### config.mk
export PLATFORM = sky130hd
export DESIGN_NAME = imem_loader_flat
export DESIGN_NICKNAME = d
export VERILOG_FILES = /design/src/rtl/imem_loader_pkg.sv /design/src/rtl/imem_loader_if.sv /design/src/rtl/imem_loader_word_assembler.sv /design/src/rtl/imem_loader.sv /design/src/flat_wrapper.sv
export SDC_FILE = /design/constraint.sdc
export NUM_CORES = 1
export LEC_CHECK = 0
export CAP_MARGIN = 0
export CORE_ASPECT_RATIO = 1.5
export CORE_MARGIN = 4
export CORE_UTILIZATION = 53
export CTS_CLUSTER_SIZE = 12
export DETAILED_ROUTE_END_ITERATION = 7
export GPL_TIMING_DRIVEN = 0
export MAX_ROUTING_LAYER = met4
export PLACE_DENSITY = 0.79
export SLEW_MARGIN = 20
export SYNTH_ARGS = -nofsm -noshare
export SYNTH_HDL_FRONTEND = slang
export SYNTH_SLANG_ARGS = --single-unit
### constraint.sdc
create_clock -name clk -period 1.91 [get_ports clk]
set_input_delay 0.2865 -clock clk [delete_from_list [all_inputs] [get_ports clk]]
set_output_delay 0.2865 -clock clk [all_outputs]
set_load 0.05 [all_outputs]
### src/rtl/imem_loader_pkg.sv
// Shared types and constants for the instruction-memory loader.
package imem_loader_pkg;

  // Loader FSM states.
  typedef enum logic [1:0] {
    ST_IDLE  = 2'd0,
    ST_LOAD  = 2'd1,
    ST_CLEAR = 2'd2,
    ST_DONE  = 2'd3
  } state_t;

  // Word written into every address the program image does not cover.
  localparam logic [31:0] NOP_WORD = 32'h0000_0000;

  // Default instruction memory depth in 32-bit words.
  localparam int DEFAULT_DEPTH_WORDS = 256;

  // Bit offset of the low end of byte lane b in a big-endian word.
  function automatic int lane_lsb(input int b);
    return 24 - 8 * b;
  endfunction

endpackage

### src/rtl/imem_loader_if.sv
// Byte-stream input and instruction-memory write bus of the loader.
// master: the side feeding bytes and receiving writes.
// slave:  the loader itself.
interface imem_loader_if #(
  parameter int ADDR_W = 8
);

  logic              in_valid;
  logic [7:0]        in_data;
  logic              in_last;
  logic              in_ready;
  logic              wr_en;
  logic [ADDR_W-1:0] wr_addr;
  logic [31:0]       wr_data;

  modport master (
    output in_valid,
    output in_data,
    output in_last,
    input  in_ready,
    input  wr_en,
    input  wr_addr,
    input  wr_data
  );

  modport slave (
    input  in_valid,
    input  in_data,
    input  in_last,
    output in_ready,
    output wr_en,
    output wr_addr,
    output wr_data
  );

endinterface

### src/rtl/imem_loader_word_assembler.sv
// Packs accepted program bytes big-endian into 32-bit words. A completed
// word (four bytes, or fewer when in_last arrives) is presented with a
// one-cycle word_valid pulse on the cycle after its final byte. Lanes not
// yet filled are always zero, so a short final word comes out zero-padded.
module word_assembler
  import imem_loader_pkg::*;
(
  input  logic        clk,
  input  logic        srst,
  input  logic        accept,
  input  logic [7:0]  in_data,
  input  logic        in_last,
  output logic [31:0] word_data,
  output logic        word_valid,
  output logic        word_last,
  output logic        word_partial
);

  logic [31:0] asm_reg;
  logic [1:0]  idx_reg;
  logic [31:0] word_reg;
  logic        valid_reg;
  logic        last_reg;
  logic        partial_reg;
  logic [31:0] merged;
  logic        complete;

  // Each lane takes the incoming byte when it is the current byte index,
  // otherwise keeps what has been assembled so far.
  for (genvar gi = 0; gi < 4; gi++) begin : g_lane
    assign merged[lane_lsb(gi) +: 8] =
      (idx_reg == 2'(gi)) ? in_data : asm_reg[lane_lsb(gi) +: 8];
  end

  assign complete = accept && ((idx_reg == 2'd3) || in_last);

  // Assembly register, byte index and the registered completed word.
  always_ff @(posedge clk) begin
    if (srst) begin
      asm_reg     <= '0;
      idx_reg     <= '0;
      word_reg    <= '0;
      valid_reg   <= 1'b0;
      last_reg    <= 1'b0;
      partial_reg <= 1'b0;
    end else begin
      valid_reg <= complete;
      if (accept) begin
        if (complete) begin
          word_reg    <= merged;
          last_reg    <= in_last;
          partial_reg <= in_last && (idx_reg != 2'd3);
          asm_reg     <= '0;
          idx_reg     <= '0;
        end else begin
          asm_reg <= merged;
          idx_reg <= idx_reg + 2'd1;
        end
      end
    end
  end

  assign word_data    = word_reg;
  assign word_valid   = valid_reg;
  assign word_last    = last_reg;
  assign word_partial = partial_reg;

endmodule

### src/rtl/imem_loader.sv
// Boot-time instruction memory loader: streams a byte image into the
// instruction memory, pads the rest with NOPs and releases the CPU.
module imem_loader
  import imem_loader_pkg::*;
#(
  parameter int DEPTH_WORDS = DEFAULT_DEPTH_WORDS,
  parameter int ADDR_W      = 8
) (
  input  logic              clk,
  input  logic              startin,
  imem_loader_if.slave      bus,
  output logic              cpu_hold,
  output logic              done,
  output logic [ADDR_W:0]   word_count,
  output logic              error
);

  localparam logic [ADDR_W-1:0] LAST_ADDR = ADDR_W'(DEPTH_WORDS - 1);
  localparam logic [ADDR_W-1:0] ADDR_ONE  = ADDR_W'(1);
  localparam logic [ADDR_W:0]   CNT_ONE   = (ADDR_W + 1)'(1);

  state_t              state_reg, state_next;
  logic [ADDR_W-1:0]   addr_reg, addr_next;
  logic [ADDR_W:0]     count_reg, count_next;
  logic                error_reg, error_next;
  logic                wr_en_int;
  logic [31:0]         wr_data_int;
  logic                in_ready_int;
  logic                accept;
  logic                final_pending;

  logic [31:0]         word_data;
  logic                word_valid;
  logic                word_last;
  logic                word_partial;

  assign accept = bus.in_valid && in_ready_int;

  word_assembler u_asm (
    .clk          (clk),
    .srst         (startin),
    .accept       (accept),
    .in_data      (bus.in_data),
    .in_last      (bus.in_last),
    .word_data    (word_data),
    .word_valid   (word_valid),
    .word_last    (word_last),
    .word_partial (word_partial)
  );

  // A word being written that ends the image (in_last or top address)
  // closes the byte stream right away, so nothing past it is taken in.
  assign final_pending = word_valid && (word_last || (addr_reg == LAST_ADDR));

  // Ready only while collecting the image.
  always_comb begin
    in_ready_int = 1'b0;
    if ((state_reg == ST_IDLE) || (state_reg == ST_LOAD)) begin
      in_ready_int = !final_pending;
    end
  end

  // Next-state, address, counters and write strobe.
  always_comb begin
    state_next  = state_reg;
    addr_next   = addr_reg;
    count_next  = count_reg;
    error_next  = error_reg;
    wr_en_int   = 1'b0;
    wr_data_int = word_data;
    case (state_reg)
      ST_IDLE: begin
        if (accept) begin
          state_next = ST_LOAD;
        end
      end
      ST_LOAD: begin
        if (word_valid) begin
          wr_en_int  = 1'b1;
          count_next = count_reg + CNT_ONE;
          if (word_partial) begin
            error_next = 1'b1;
          end
          if (addr_reg == LAST_ADDR) begin
            // Top word: either the image fits exactly or it overflowed.
            state_next = ST_DONE;
            if (!word_last) begin
              error_next = 1'b1;
            end
          end else begin
            addr_next = addr_reg + ADDR_ONE;
            if (word_last) begin
              state_next = ST_CLEAR;
            end
          end
        end
      end
      ST_CLEAR: begin
        wr_en_int   = 1'b1;
        wr_data_int = NOP_WORD;
        if (addr_reg == LAST_ADDR) begin
          state_next = ST_DONE;
        end else begin
          addr_next = addr_reg + ADDR_ONE;
        end
      end
      default: begin
        state_next = ST_DONE;
      end
    endcase
  end

  // State and status registers.
  always_ff @(posedge clk) begin
    if (startin) begin
      state_reg <= ST_IDLE;
      addr_reg  <= '0;
      count_reg <= '0;
      error_reg <= 1'b0;
    end else begin
      state_reg <= state_next;
      addr_reg  <= addr_next;
      count_reg <= count_next;
      error_reg <= error_next;
    end
  end

  assign bus.in_ready = in_ready_int;
  assign bus.wr_en    = wr_en_int;
  assign bus.wr_addr  = addr_reg;
  assign bus.wr_data  = wr_data_int;
  assign cpu_hold     = (state_reg != ST_DONE);
  assign done         = (state_reg == ST_DONE);
  assign word_count   = count_reg;
  assign error        = error_reg;

endmodule

### src/flat_wrapper.sv
// flat-port wrapper written by rule: the top's interface ports become plain ports
module imem_loader_flat import imem_loader_pkg::*;
#(
  parameter int DEPTH_WORDS = DEFAULT_DEPTH_WORDS,
  parameter int ADDR_W      = 8
)
  (clk, startin, cpu_hold, done, word_count, error, bus_in_valid, bus_in_data, bus_in_last, bus_in_ready, bus_wr_en, bus_wr_addr, bus_wr_data);
  imem_loader_if #(.ADDR_W(ADDR_W)) bus_i ();
  input  logic clk;
  input  logic startin;
  output logic cpu_hold;
  output logic done;
  output logic [ADDR_W:0] word_count;
  output logic error;
  input wire logic [$bits(bus_i.in_valid)-1:0] bus_in_valid;
  input wire logic [$bits(bus_i.in_data)-1:0] bus_in_data;
  input wire logic [$bits(bus_i.in_last)-1:0] bus_in_last;
  output wire logic [$bits(bus_i.in_ready)-1:0] bus_in_ready;
  output wire logic [$bits(bus_i.wr_en)-1:0] bus_wr_en;
  output wire logic [$bits(bus_i.wr_addr)-1:0] bus_wr_addr;
  output wire logic [$bits(bus_i.wr_data)-1:0] bus_wr_data;
  assign bus_i.in_valid = bus_in_valid;
  assign bus_i.in_data = bus_in_data;
  assign bus_i.in_last = bus_in_last;
  assign bus_in_ready = bus_i.in_ready;
  assign bus_wr_en = bus_i.wr_en;
  assign bus_wr_addr = bus_i.wr_addr;
  assign bus_wr_data = bus_i.wr_data;
  imem_loader #(.DEPTH_WORDS(DEPTH_WORDS), .ADDR_W(ADDR_W)) u_core (.clk(clk), .startin(startin), .bus(bus_i), .cpu_hold(cpu_hold), .done(done), .word_count(word_count), .error(error));
endmodule
==> results.toml <==
[sta]
maxSlewHeadroom_pct = 47.2
worst_pin_slew_ns = 0.791
drv_slew = 0
fin_ws_ns = -0.00656
fin_setup_tns_ns = -0.00656
period_share_pct = 100
finalHoldViolCount = 0
rsz0062_at_grt = "yes"
finalSetupViolations = 1
skew_ns = 0.00387
period_needed_ns = 1.92
max_freq_mhz = 522

[cells_and_area]
fin_area_um2 = 5340
num_antenna_cells = 0
layout_common_cells = "83 x dfxtp_1, 51 x nor2_1, 34 x mux2i_1"
final_util_pct = 70.1
area_delta_synth_final_pct = 29.1
final_common_cell = "dfxtp_1"
final_layout_size_suffix_gt1_share_pct = 22.1
final_nets = 541

[clock_network]
cts_sinks = 89
path_clk_slew_ns = 0.06
root_buffer = "clkbuf_16"
cts_buffers = 9
ctsHoldBuffers = 0
cts_tree = "done"
clock_latency_ns = 0.34
clock_path_buffers = 2
h-tree-depth = 3

[synthesis]
async_flop_share_pct = 0
netlist_instances = 443
netlist_area_um2 = 4140
synthFlopType = "dfxtp_1"
ys_seq_elements = 89
synth_edf_count = 0
avgSynthCellArea_um2 = 9.33
yosysSeqAreaShare_pct = 43.1
syn_nets = 466
yosysWarnings = 0
synth_cell_type_count = 41

[detailed_routing]
wire_per_inst_um = 16.6
viasPerCell = 5.51
routed-via-count = 3430
drtAntennaViolNets = 0
drc_errors = 0
wirelength_um = 10300
drt_iter0_drc = 139
dr.pass1.iters = 4

[worst_setup_path]
slowest_delay_ns = 0.37
reg2reg_depth = 7
required_ns = 1.62
crit_cells = 6
worstPathArrival_ns = 1.63
path_cells = "inv_2 > ha_4 > and2_1 > buf_2 > o21a_1 > buf_6"
crit_type = "reg2out"
crit_family = "buffers and inverters"
crit_slowest_cell = "dfxtp_4"
crit_path_max_fanout = 7
crit_buf_inv = 3
startpoint_type = "flop"
endpoint_kind = "output port"

[placed_design]
gp_congestion = 0.861
numPortBuffers = 64
pre_cts_ws_ns = -0.618
place_hpwl_um = 7340
dpl-instance-area_um2 = 4910

[outcome]
status = "finished, violations left"
violations = "setup timing"

[global_routing]
grtUsageTotal_pct = 23.8
grt_pass1_vias = 3440
grt_max_degree = 14
grt_pass1_wl_um = 16700
antenna_found_initial = 0
overflow = 0

[hold_path]
min_path_cells = 1
min_path_type = "reg2reg"

[power]
p_per_area_nw_per_um2 = 1230
finalPower_mw = 6.55
p_leak_nw = 2.08
ir_drop_mv = 0.789

[floorplan]
placement_rows = 39
start_util_pct = 54.3
die_h_um = 116
dieArea_um2 = 9310
die_x_um = 80.1
io_pins = 66
core_area_um2 = 7610

[job]
maxCapViolCount = 0
cells by family after synthesis:
family	Yosys count	synth area share [%]
muxes	34	8.23
buffers and inverters	62	6.32
adders and majority gates	11	3.33
AOI/OAI and AO/OA	88	18.4
DFF	89	43.1
xor gates and xnor gates	10	2.12
and+or+nand+nor	149	18.5
cell type report:
type                       count  area, µm²
buffer                        25        144
clock buffer                  10        239
clock inverter                 4       45.0
fill                         629       2270
inverter                      34        128
multi-input combinational    292       2200
sequential                    89       1800
tap                          102        128
timing repair buffer          67        659
stage by stage:
step | hold slack [ns] | instances
after detailed placement | 0.435 | 609
after global placement | 0.433 | 609
final | 0.450 | 623
after CTS | 0.453 | 622
after floorplan | 0.420 | 443
after global routing | 0.471 | 623
synthesized netlist by cell type, types with 4 or more instances:
master	number	area share, %
a211oi_1	13	2.4
a211oi_2	20	6.1
a21oi_1	10	1.2
and2_1	10	1.5
and3_1	4	0.61
buf_1	4	0.36
buf_2	5	0.61
clkbuf_1	16	1.5
dfxtp_1	89	43
ha_1	11	3.3
inv_1	34	3.1
mux2i_1	34	8.2
nand2_1	17	1.5
nand2b_1	10	1.5
nand3_1	5	0.61
nand4_1	4	0.61
nor2_1	51	4.6
nor2b_1	32	4.8
o21a_1	5	0.91
o21ai_0	7	0.85
o32ai_1	24	5.1
or3_1	5	0.76
xor2_1	7	1.5
routing by layer:
layer	vias to the layer above	share of wire (%)	global-route usage (%)
met4	0	3.1	10.9
met3	26	3.9	4.09
met2	83	53	41.2
li1	1675	-	-
met5	-	0	-
met1	1646	40	26.4
timing repair:
item,CTS,global route
endpoints found under the setup margin,86,87
pin swaps,0,1
buffers inserted,0,3
gates resized for setup,237,22
path summary, 6_finish.rpt:
check,start,end,slack [ns]
hold reg to reg,u_core.u_asm.asm_reg[3],u_core.u_asm.asm_reg[3],0.45
setup / recovery,u_core.state_reg[1],bus_wr_en,-0.007
hold / removal,u_core.u_asm.asm_reg[3],u_core.u_asm.asm_reg[3],0.45
setup reg to reg,u_core.state_reg[1],u_core.u_asm.asm_reg[20],0.09
power breakdown:
group	total [mW]	internal, mW	switching [mW]
Clock	1.72	1.03	0.688
Combinational	2.60	0.934	1.67
Sequential	2.23	2.09	0.145
Power figures use the tool's default switching activity.
